<file path="src/rtl/fpu_cpx_req_rcv.sv">
// CPX-side receiver for FPU result requests.
// A request {core, thread, pipe} is captured in cycle N, joined with its result
// data in N+1 and pushed into a small FIFO whose head is offered to the CPX
// arbiter through a valid/grant handshake. Credits and sticky error flags are
// reported alongside.
module fpu_cpx_req_rcv #(
    parameter int unsigned DW    = 145,
    parameter int unsigned DEPTH = 4,
    parameter int unsigned PW    = 2,
    parameter int unsigned CW    = 3
) (
    input  logic          rclk,
    input  logic          arst_l,
    input  logic [7:0]    fp_cpx_req_cq,
    input  logic [1:0]    req_thread,
    input  logic [2:0]    dest_rdy,
    input  logic [DW-1:0] fpu_cpx_data,
    input  logic          cpx_gnt,
    output logic          cpx_req_vld,
    output logic [7:0]    cpx_req_core,
    output logic [1:0]    cpx_req_thread,
    output logic [2:0]    cpx_req_pipe,
    output logic [DW-1:0] cpx_req_data,
    output logic [CW-1:0] fpu_credit,
    output logic          ovfl_err,
    output logic          proto_err
);

    // Capture stage
    logic          pend_vld_q;
    logic [7:0]    pend_core_q;
    logic [1:0]    pend_thread_q;
    logic [2:0]    pend_pipe_q;

    // FIFO storage and control
    logic [7:0]    mem_core   [DEPTH];
    logic [1:0]    mem_thread [DEPTH];
    logic [2:0]    mem_pipe   [DEPTH];
    logic [DW-1:0] mem_data   [DEPTH];
    logic [PW-1:0] wr_ptr_q, rd_ptr_q;
    logic [CW-1:0] count_q;
    logic          ovfl_q, proto_q;

    logic req_any, req_ok, full, empty, push, pop, push_ok, drop;

    // Decode request legality and FIFO push/pop qualifiers
    always_comb begin
        req_any = |fp_cpx_req_cq;
        req_ok  = $onehot(fp_cpx_req_cq) && $onehot(dest_rdy);
        full    = (count_q == CW'(DEPTH));
        empty   = (count_q == '0);
        pop     = !empty && cpx_gnt;
        push    = pend_vld_q;
        // A full FIFO still accepts a push when the head leaves on the same edge
        push_ok = push && (!full || pop);
        drop    = push && full && !pop;
    end

    // Capture well-formed requests; a malformed one is dropped with its data beat
    always_ff @(posedge rclk or negedge arst_l) begin
        if (!arst_l) begin
            pend_vld_q    <= 1'b0;
            pend_core_q   <= '0;
            pend_thread_q <= '0;
            pend_pipe_q   <= '0;
        end else begin
            pend_vld_q <= req_ok;
            if (req_ok) begin
                pend_core_q   <= fp_cpx_req_cq;
                pend_thread_q <= req_thread;
                pend_pipe_q   <= dest_rdy;
            end
        end
    end

    // FIFO entry storage; written at the tail on an accepted push
    always_ff @(posedge rclk or negedge arst_l) begin
        if (!arst_l) begin
            for (int i = 0; i < DEPTH; i++) begin
                mem_core[i]   <= '0;
                mem_thread[i] <= '0;
                mem_pipe[i]   <= '0;
                mem_data[i]   <= '0;
            end
        end else if (push_ok) begin
            mem_core[wr_ptr_q]   <= pend_core_q;
            mem_thread[wr_ptr_q] <= pend_thread_q;
            mem_pipe[wr_ptr_q]   <= pend_pipe_q;
            mem_data[wr_ptr_q]   <= fpu_cpx_data;
        end
    end

    // Pointers wrap naturally at DEPTH; count tracks occupancy
    always_ff @(posedge rclk or negedge arst_l) begin
        if (!arst_l) begin
            wr_ptr_q <= '0;
            rd_ptr_q <= '0;
            count_q  <= '0;
        end else begin
            if (push_ok) wr_ptr_q <= wr_ptr_q + PW'(1);
            if (pop)     rd_ptr_q <= rd_ptr_q + PW'(1);
            if (push_ok && !pop)      count_q <= count_q + CW'(1);
            else if (pop && !push_ok) count_q <= count_q - CW'(1);
        end
    end

    // Sticky error flags, cleared only by reset
    always_ff @(posedge rclk or negedge arst_l) begin
        if (!arst_l) begin
            ovfl_q  <= 1'b0;
            proto_q <= 1'b0;
        end else begin
            if (drop)               ovfl_q  <= 1'b1;
            if (req_any && !req_ok) proto_q <= 1'b1;
        end
    end

    // Head presented straight from storage; zeroed while empty
    always_comb begin
        cpx_req_vld    = !empty;
        cpx_req_core   = empty ? '0 : mem_core[rd_ptr_q];
        cpx_req_thread = empty ? '0 : mem_thread[rd_ptr_q];
        cpx_req_pipe   = empty ? '0 : mem_pipe[rd_ptr_q];
        cpx_req_data   = empty ? '0 : mem_data[rd_ptr_q];
        fpu_credit     = CW'(DEPTH) - count_q;
        ovfl_err       = ovfl_q;
        proto_err      = proto_q;
    end

endmodule
</file>
<file path="config.mk">
export PLATFORM = sky130hd
export DESIGN_NAME = fpu_cpx_req_rcv
export DESIGN_NICKNAME = d
export VERILOG_FILES = /design/src/rtl/fpu_cpx_req_rcv.sv
export SDC_FILE = /design/constraint.sdc
export NUM_CORES = 1
export LEC_CHECK = 0
export BUFFER_PORTS_ARGS = -buffer_cell sky130_fd_sc_hd__buf_2
export CORE_ASPECT_RATIO = 0.75
export CORE_UTILIZATION = 50
export DETAILED_ROUTE_END_ITERATION = 10
export HOLD_SLACK_MARGIN = 0.06
export PLACE_DENSITY_LB_ADDON = 0.3
export SYNTH_ARGS = -nofsm -noshare
export SYNTH_HDL_FRONTEND = slang
export SYNTH_SLANG_ARGS = --single-unit
</file>
<file path="constraint.sdc">
create_clock -name rclk -period 4.55 [get_ports rclk]
set_clock_uncertainty 0.2 [all_clocks]
set_input_delay 0.2275 -clock rclk [delete_from_list [all_inputs] [get_ports rclk]]
set_output_delay 0.2275 -clock rclk [all_outputs]
set_load 0.03 [all_outputs]
</file>
==> reports/results.tsv, run 1 <==
metric	value	unit
status	finished clean	
post-route ant nets	0	
critical path endpoint category	flop	
min Tclk post-route	3.81	ns
crit path kind	in2reg	
number of cell rows	77	
P&R area growth vs syn	19.5	%
Core ar.	59300	um2
share of power burned in registers	0.390	
CTS clk-pin slew, worst paths	0.06	ns
Final Hold Fails	0	
CTS max path bufs	3	
power share of the clock group	0.215	
EDFF count, synth	0	
wire per inst	21.6	um
Hold/Removal Path Class	in2reg	
Final period util	0.838	
yosys warns	0	
initial antenna violation count	3	
worst path required time	4.85	ns
DR vias/cell	5.50	
Max Clk Rate	262	MHz
synthesized net count	1987	
fill cell count	4426	
routed wire length	67500	um
largest cells by area after synthesis	dfrtp_1 54%, mux2_1 12%, mux4_2 12%, mux2_4 7.5%, mux2_2 6.0%	
first-pass GRT wire length	110000	um
global placer's final weighted congestion	0.776	
register area share after synthesis	0.541	
Worst Hold Depth	3	
RSZ-0062 raised after global routing	false	
Ports	325	
count leader, synth	dfrtp_1	
PwrDens	658	nW/um2
Final WS setup	0.737	ns
hold-fix buffers at CTS	163	
initial core utilization	0.510	
Total Nets Final	2460	
Sw Ratio	0.344	
Post CTS Setup Buffer Count	0	
Max H-tree Level	2	
Reg2Reg Depth	8	
vias in the first global route	19300	
CTS tree	yes	
Worst slew margin	0.288	
largest net degree at the start of global routing	110	
dpl ws	0.660	ns
final setup fails	0	
syn_area_per_cell	16.7	um2
Net Sw Power	0.00820	W
Final TNS setup	0	ns
die area	61500	um2
fraction of layout cells with a size suffix above 1	0.406	
Sink Count	655	
DR iter-0 viols	837	
Post-synth top cells	655 x dfrtp_1, 333 x mux2_1, 162 x mux2_2	
max-cap violations	0	
R2R Setup Slk	1.08	ns
Final Max Tran Viols	0	
Pint	0.0156	W
die width	286	um
cell taking the most area after synthesis	dfrtp_1	
Leak Pwr	18.3	nW
final global-route overflow total	0	
CTS Buf Count	61	
mapped cell area	30300	um2
Detailed Place HPWL	41200	um
number of synthesized register bits	655	
clk root buf	clkbuf_16	
CP arrival	4.11	ns
vias after detailed routing	17100	
worst-margin pin slew	1.07	ns
critical path launch point type	input pin	
asr flop ratio synth	1.00	
Chip Height	215	um
CP max FO	9	
Cells after Synth	1808	
post-synth top area share	0.541	
Total GRT Usage	0.227	
Residual DRC	0	
Yosys cell types	30	
drt pass-1 iters	6	
Worst-Skew Late Latency	0.61	ns
peak supply drop	0.381	mV
Comb power frac	0.395	
post-cts sizing count	0	
top_reg_cell synth	dfrtp_1	
I/O Buffers	324	
[critical path, cell delays in order]
cell and delay [ns]:
dlygate4sd3_1 0.53, buf_2 0.11, inv_1 0.06, fa_1 0.55, fa_1 0.43, fa_1 0.43
inv_1 0.07, ha_1 0.17, inv_1 0.07, fa_1 0.53, nand4b_1 0.12, a211oi_2 0.25
buf_4 0.22, mux2_2 0.34
[per-stage QoR]
step           cell area (um2)  power, W  hold slack (ns)   util  instances
2_1_floorplan            30300    0.0160           -0.268      -       1808
3_3_place_gp             32500    0.0184           0.0969  0.548       2845
3_5_place_dp             32500    0.0187            0.107  0.548       2845
4_1_cts                  36200    0.0241            0.156  0.610       3116
5_1_grt                  36200    0.0251            0.190  0.610       3116
6_report                 36200    0.0238            0.197  0.610       3118
[layout by cell type, fill, tap and decap left out, drive strengths merged, types with 2 or more instances in the layout]
cell / instances
and2: 158
buf: 372
bufinv: 5
clkbuf: 92
clkinv: 9
clkinvlp: 2
dfrtp: 655
diode: 2
dlygate4sd3: 162
fa: 6
ha: 12
inv: 25
mux2: 646
mux4: 158
nand2: 6
xnor2: 5
[routing by layer]
metal	track usage	vias to the layer above	share of wire
li1	-	7524	-
met1	0.314	9188	0.45
met2	0.371	325	0.49
met3	0.0408	105	0.042
met4	0.0608	4	0.021
met5	0	-	0.00027
[power groups by stage]
stage	logic [W]	registers [W]	clock network, W
finish	0.00940	0.00929	0.00513
floorplan	0.00722	0.00875	0
global route	0.0100	0.00958	0.00549
global placement	0.00917	0.00921	0
detailed placement	0.00937	0.00937	0
CTS	0.00952	0.00929	0.00525
[state kept, by name, indices dropped and copies added, names as in the netlist, 3 cells and up]
signal	count
mem_thread	8
pend_pipe_q	3
mem_data	580
mem_pipe	12
count_q	3
pend_core_q	8
mem_core	32
[kinds of logic (layout without fill, tap and decap cells)]
kind of cell	Yosys count	after routing	synth area share
compound gates	6	6	0.00169
other cells	0	2	0
xor+xnor	6	6	0.00174
fa+ha+maj	18	18	0.00893
simple gates	170	170	0.0353
mux	804	804	0.377
buf+inv	149	667	0.0343
flops	655	655	0.541
[path summary, 6_finish.rpt]
path                                         from                         end
min in group asynchronous                  arst_l    mem_data[47]$_DFFE_PN0P_
setup / recovery                 fp_cpx_req_cq[0]  pend_pipe_q[0]$_DFFE_PN0P_
hold / removal                   fpu_cpx_data[59]   mem_data[494]$_DFFE_PN0P_
hold reg to reg              ovfl_err$_DFFE_PN0P_        ovfl_err$_DFFE_PN0P_
max in group asynchronous                  arst_l   mem_data[167]$_DFFE_PN0P_
setup reg to reg           count_q[0]$_DFFE_PN0P_   mem_data[218]$_DFFE_PN0P_
[final cells by class]
type                       count  area (um2)  area share
sequential                   655       16400       0.453
multi-input combinational   1004       12900       0.357
timing repair buffer         534        3810       0.105
clock buffer                  92        1770      0.0490
tap                          790         988      0.0273
clock inverter                16         210     0.00581
inverter                      25        96.3     0.00266
antenna                        2        5.00    0.000138
Power figures use the tool's default switching activity.
==> run 2: changes to the inputs <==
Clock period 4.55 ns to 3.1 ns, I/O delays scaled along.
==> run 2 against run 1 <==
  * The run now ends with setup timing left
  * Sequential share of layout area shrank 1.1 points
  * Final area up 2.4%
  * Die area unchanged
  * Count of clock-buffer cells in the layout increased by 3
  * Sequential power rose by 45%
  * Final cell count increased by 1.6%
  * Register-to-register slack worse by 0.86 ns
  * Clock power increased by 58%
  * Total power grew 51%
  * Worst hold slack worse by 0.056 ns
  * Via count increased by 2.1%
  * Critical endpoint is now pend_core_q[7]$_DFFE_PN0P_
  * Highest routed layer unchanged
==> reports/results.tsv, run 2 (synthesis gave the netlist of run 1 again) <==
metric	value	unit
Largest regs	mem_data: 580 flops, mem_core: 32 flops, mem_pipe: 12 flops	
final global-route overflow total	0	
Worst-Skew Late Latency	0.59	ns
number of cell rows	77	
CTS max path bufs	3	
CTS tree	yes	
initial core utilization	0.510	
die width	286	um
I/O Buffers	324	
Leak Pwr	18.7	nW
PwrDens	973	nW/um2
Final WS setup	-0.0413	ns
CTS Buf Count	66	
min Tclk post-route	3.14	ns
Comb power frac	0.401	
Most flops, register	mem_data	
power share of the clock group	0.225	
crit path kind	in2reg	
Worst slew margin	0.735	
CTS clk-pin slew, worst paths	0.06	ns
Final Max Tran Viols	0	
max reg flops	580	
P&R area growth vs syn	22.4	%
Max Clk Rate	318	MHz
failing checks	setup timing	
worst-margin pin slew	0.398	ns
global placer's final weighted congestion	0.821	
Total Nets Final	2508	
vias in the first global route	19800	
DR iter-0 viols	962	
CP arrival	3.41	ns
Total GRT Usage	0.232	
non-filler cells, final	3167	
Hold/Removal Path Class	in2reg	
critical path endpoint category	flop	
status	finished with violations	
fraction of layout cells with a size suffix above 1	0.425	
post-route ant nets	0	
Ports	325	
most frequent cells in the layout	653 x dfrtp_1, 329 x mux2_1, 320 x buf_2	
Detailed Place HPWL	43100	um
first-pass GRT wire length	112000	um
worst path required time	3.37	ns
Placed Cells	2879	
clk root buf	clkbuf_16	
Max H-tree Level	3	
Residual DRC	0	
critical path launch point type	input pin	
max-cap violations	0	
vias after detailed routing	17500	
Final period util	1.01	
fill cell count	4351	
Final Hold Fails	0	
Net Sw Power	0.0123	W
die area	61500	um2
Core ar.	59300	um2
peak supply drop	0.702	mV
drt pass-1 iters	7	
Sw Ratio	0.340	
CP max FO	6	
commonest non-fill, non-tap cell in the layout	dfrtp_1	
routed wire length	68600	um
Pint	0.0238	W
share of power burned in registers	0.374	
initial antenna violation count	3	
final setup fails	13	
total power	0.0361	W
largest net degree at the start of global routing	65	
Chip Height	215	um
RSZ-0062 raised after global routing	true	
DR vias/cell	5.53	
R2R Setup Slk	0.22	ns
Sink Count	655	
wire per inst	21.7	um
run 2: cell count changes in the layout (fill, tap and decap cells not counted), sizes merged:
cell         delta
buf            +44
bufinv          +1
clkbuf          +3
clkinv          +1
clkinvlp        -2
diode           -1
dlygate4sd3     -1
inv             +4
run 2: critical path, cell delays in order:
cell	delay, ns
buf_8	0.08
inv_4	0.03
fa_1	0.54
fa_1	0.42
fa_1	0.43
inv_1	0.07
ha_2	0.18
inv_2	0.04
fa_1	0.54
nand4b_1	0.14
a211oi_4	0.27
buf_6	0.19
mux2_4	0.30
run 2: repair_timing:
item / in CTS / in global routing
setup buffers: 2 / 7
cloned: 1 / 0
pin swaps: 6 / 1
endpoints found under the hold margin: 1248 / 0
hold buffers: 162 / 0
endpoints found under the setup margin: 13 / 23
resized for setup: 15 / 4
run 2: through the flow:
stage	util	worst slack, ns	hold slack, ns	setup TNS (ns)	area (um2)
detailed placement	0.558	-0.741	0.00939	-10.01	33100
global route	0.624	-0.0874	0.135	-1.01	37100
finish	0.624	-0.0413	0.141	-0.459	37100
global placement	0.558	-0.709	0.0181	-9.59	33100
floorplan	-	-0.496	-0.341	-6.19	30300
CTS	0.623	-0.0578	0.0955	-0.621	37000
run 2: worst paths after layout:
kind	startpoint	cells past startpoint	end
worst max-delay path	fp_cpx_req_cq[0]	13	pend_core_q[7]$_DFFE_PN0P_
worst min-delay path	req_thread[1]	3	pend_thread_q[1]$_DFFE_PN0P_
worst max register to register	count_q[0]$_DFFE_PN0P_	9	mem_data[403]$_DFFE_PN0P_
worst min register to register	mem_data[288]$_DFFE_PN0P_	1	mem_data[288]$_DFFE_PN0P_
max in group asynchronous	arst_l	4	mem_data[166]$_DFFE_PN0P_
min in group asynchronous	arst_l	3	mem_data[359]$_DFFE_PN0P_
run 2: final cells by class:
class                           count  area, um2  area share
Multi-Input combinational cell   1004      13000       0.350
Tap cell                          790        988      0.0267
Antenna cell                        1       2.50   0.0000675
Clock inverter                     20        265     0.00716
Timing Repair Buffer              577       4420       0.119
Sequential cell                   655      16400       0.442
Clock buffer                       95       1920      0.0519
Inverter                           25        111     0.00300
run 2: power groups by stage:
stage	sequential, W	clock, W	combinational, W
after CTS	0.0135	0.00833	0.0145
after detailed placement	0.0136	0	0.0143
after global routing	0.0139	0.00865	0.0154
after global placement	0.0133	0	0.0140
after floorplan	0.0128	0	0.0106
final	0.0135	0.00812	0.0145
run 2: layer usage:
metal  track usage  part of all wire  vias up
met2         0.377              0.49      343
met3        0.0403             0.039      110
met5             0           0.00031        -
met4        0.0642             0.022        4
li1              -                 -     7612
met1         0.323              0.45     9432
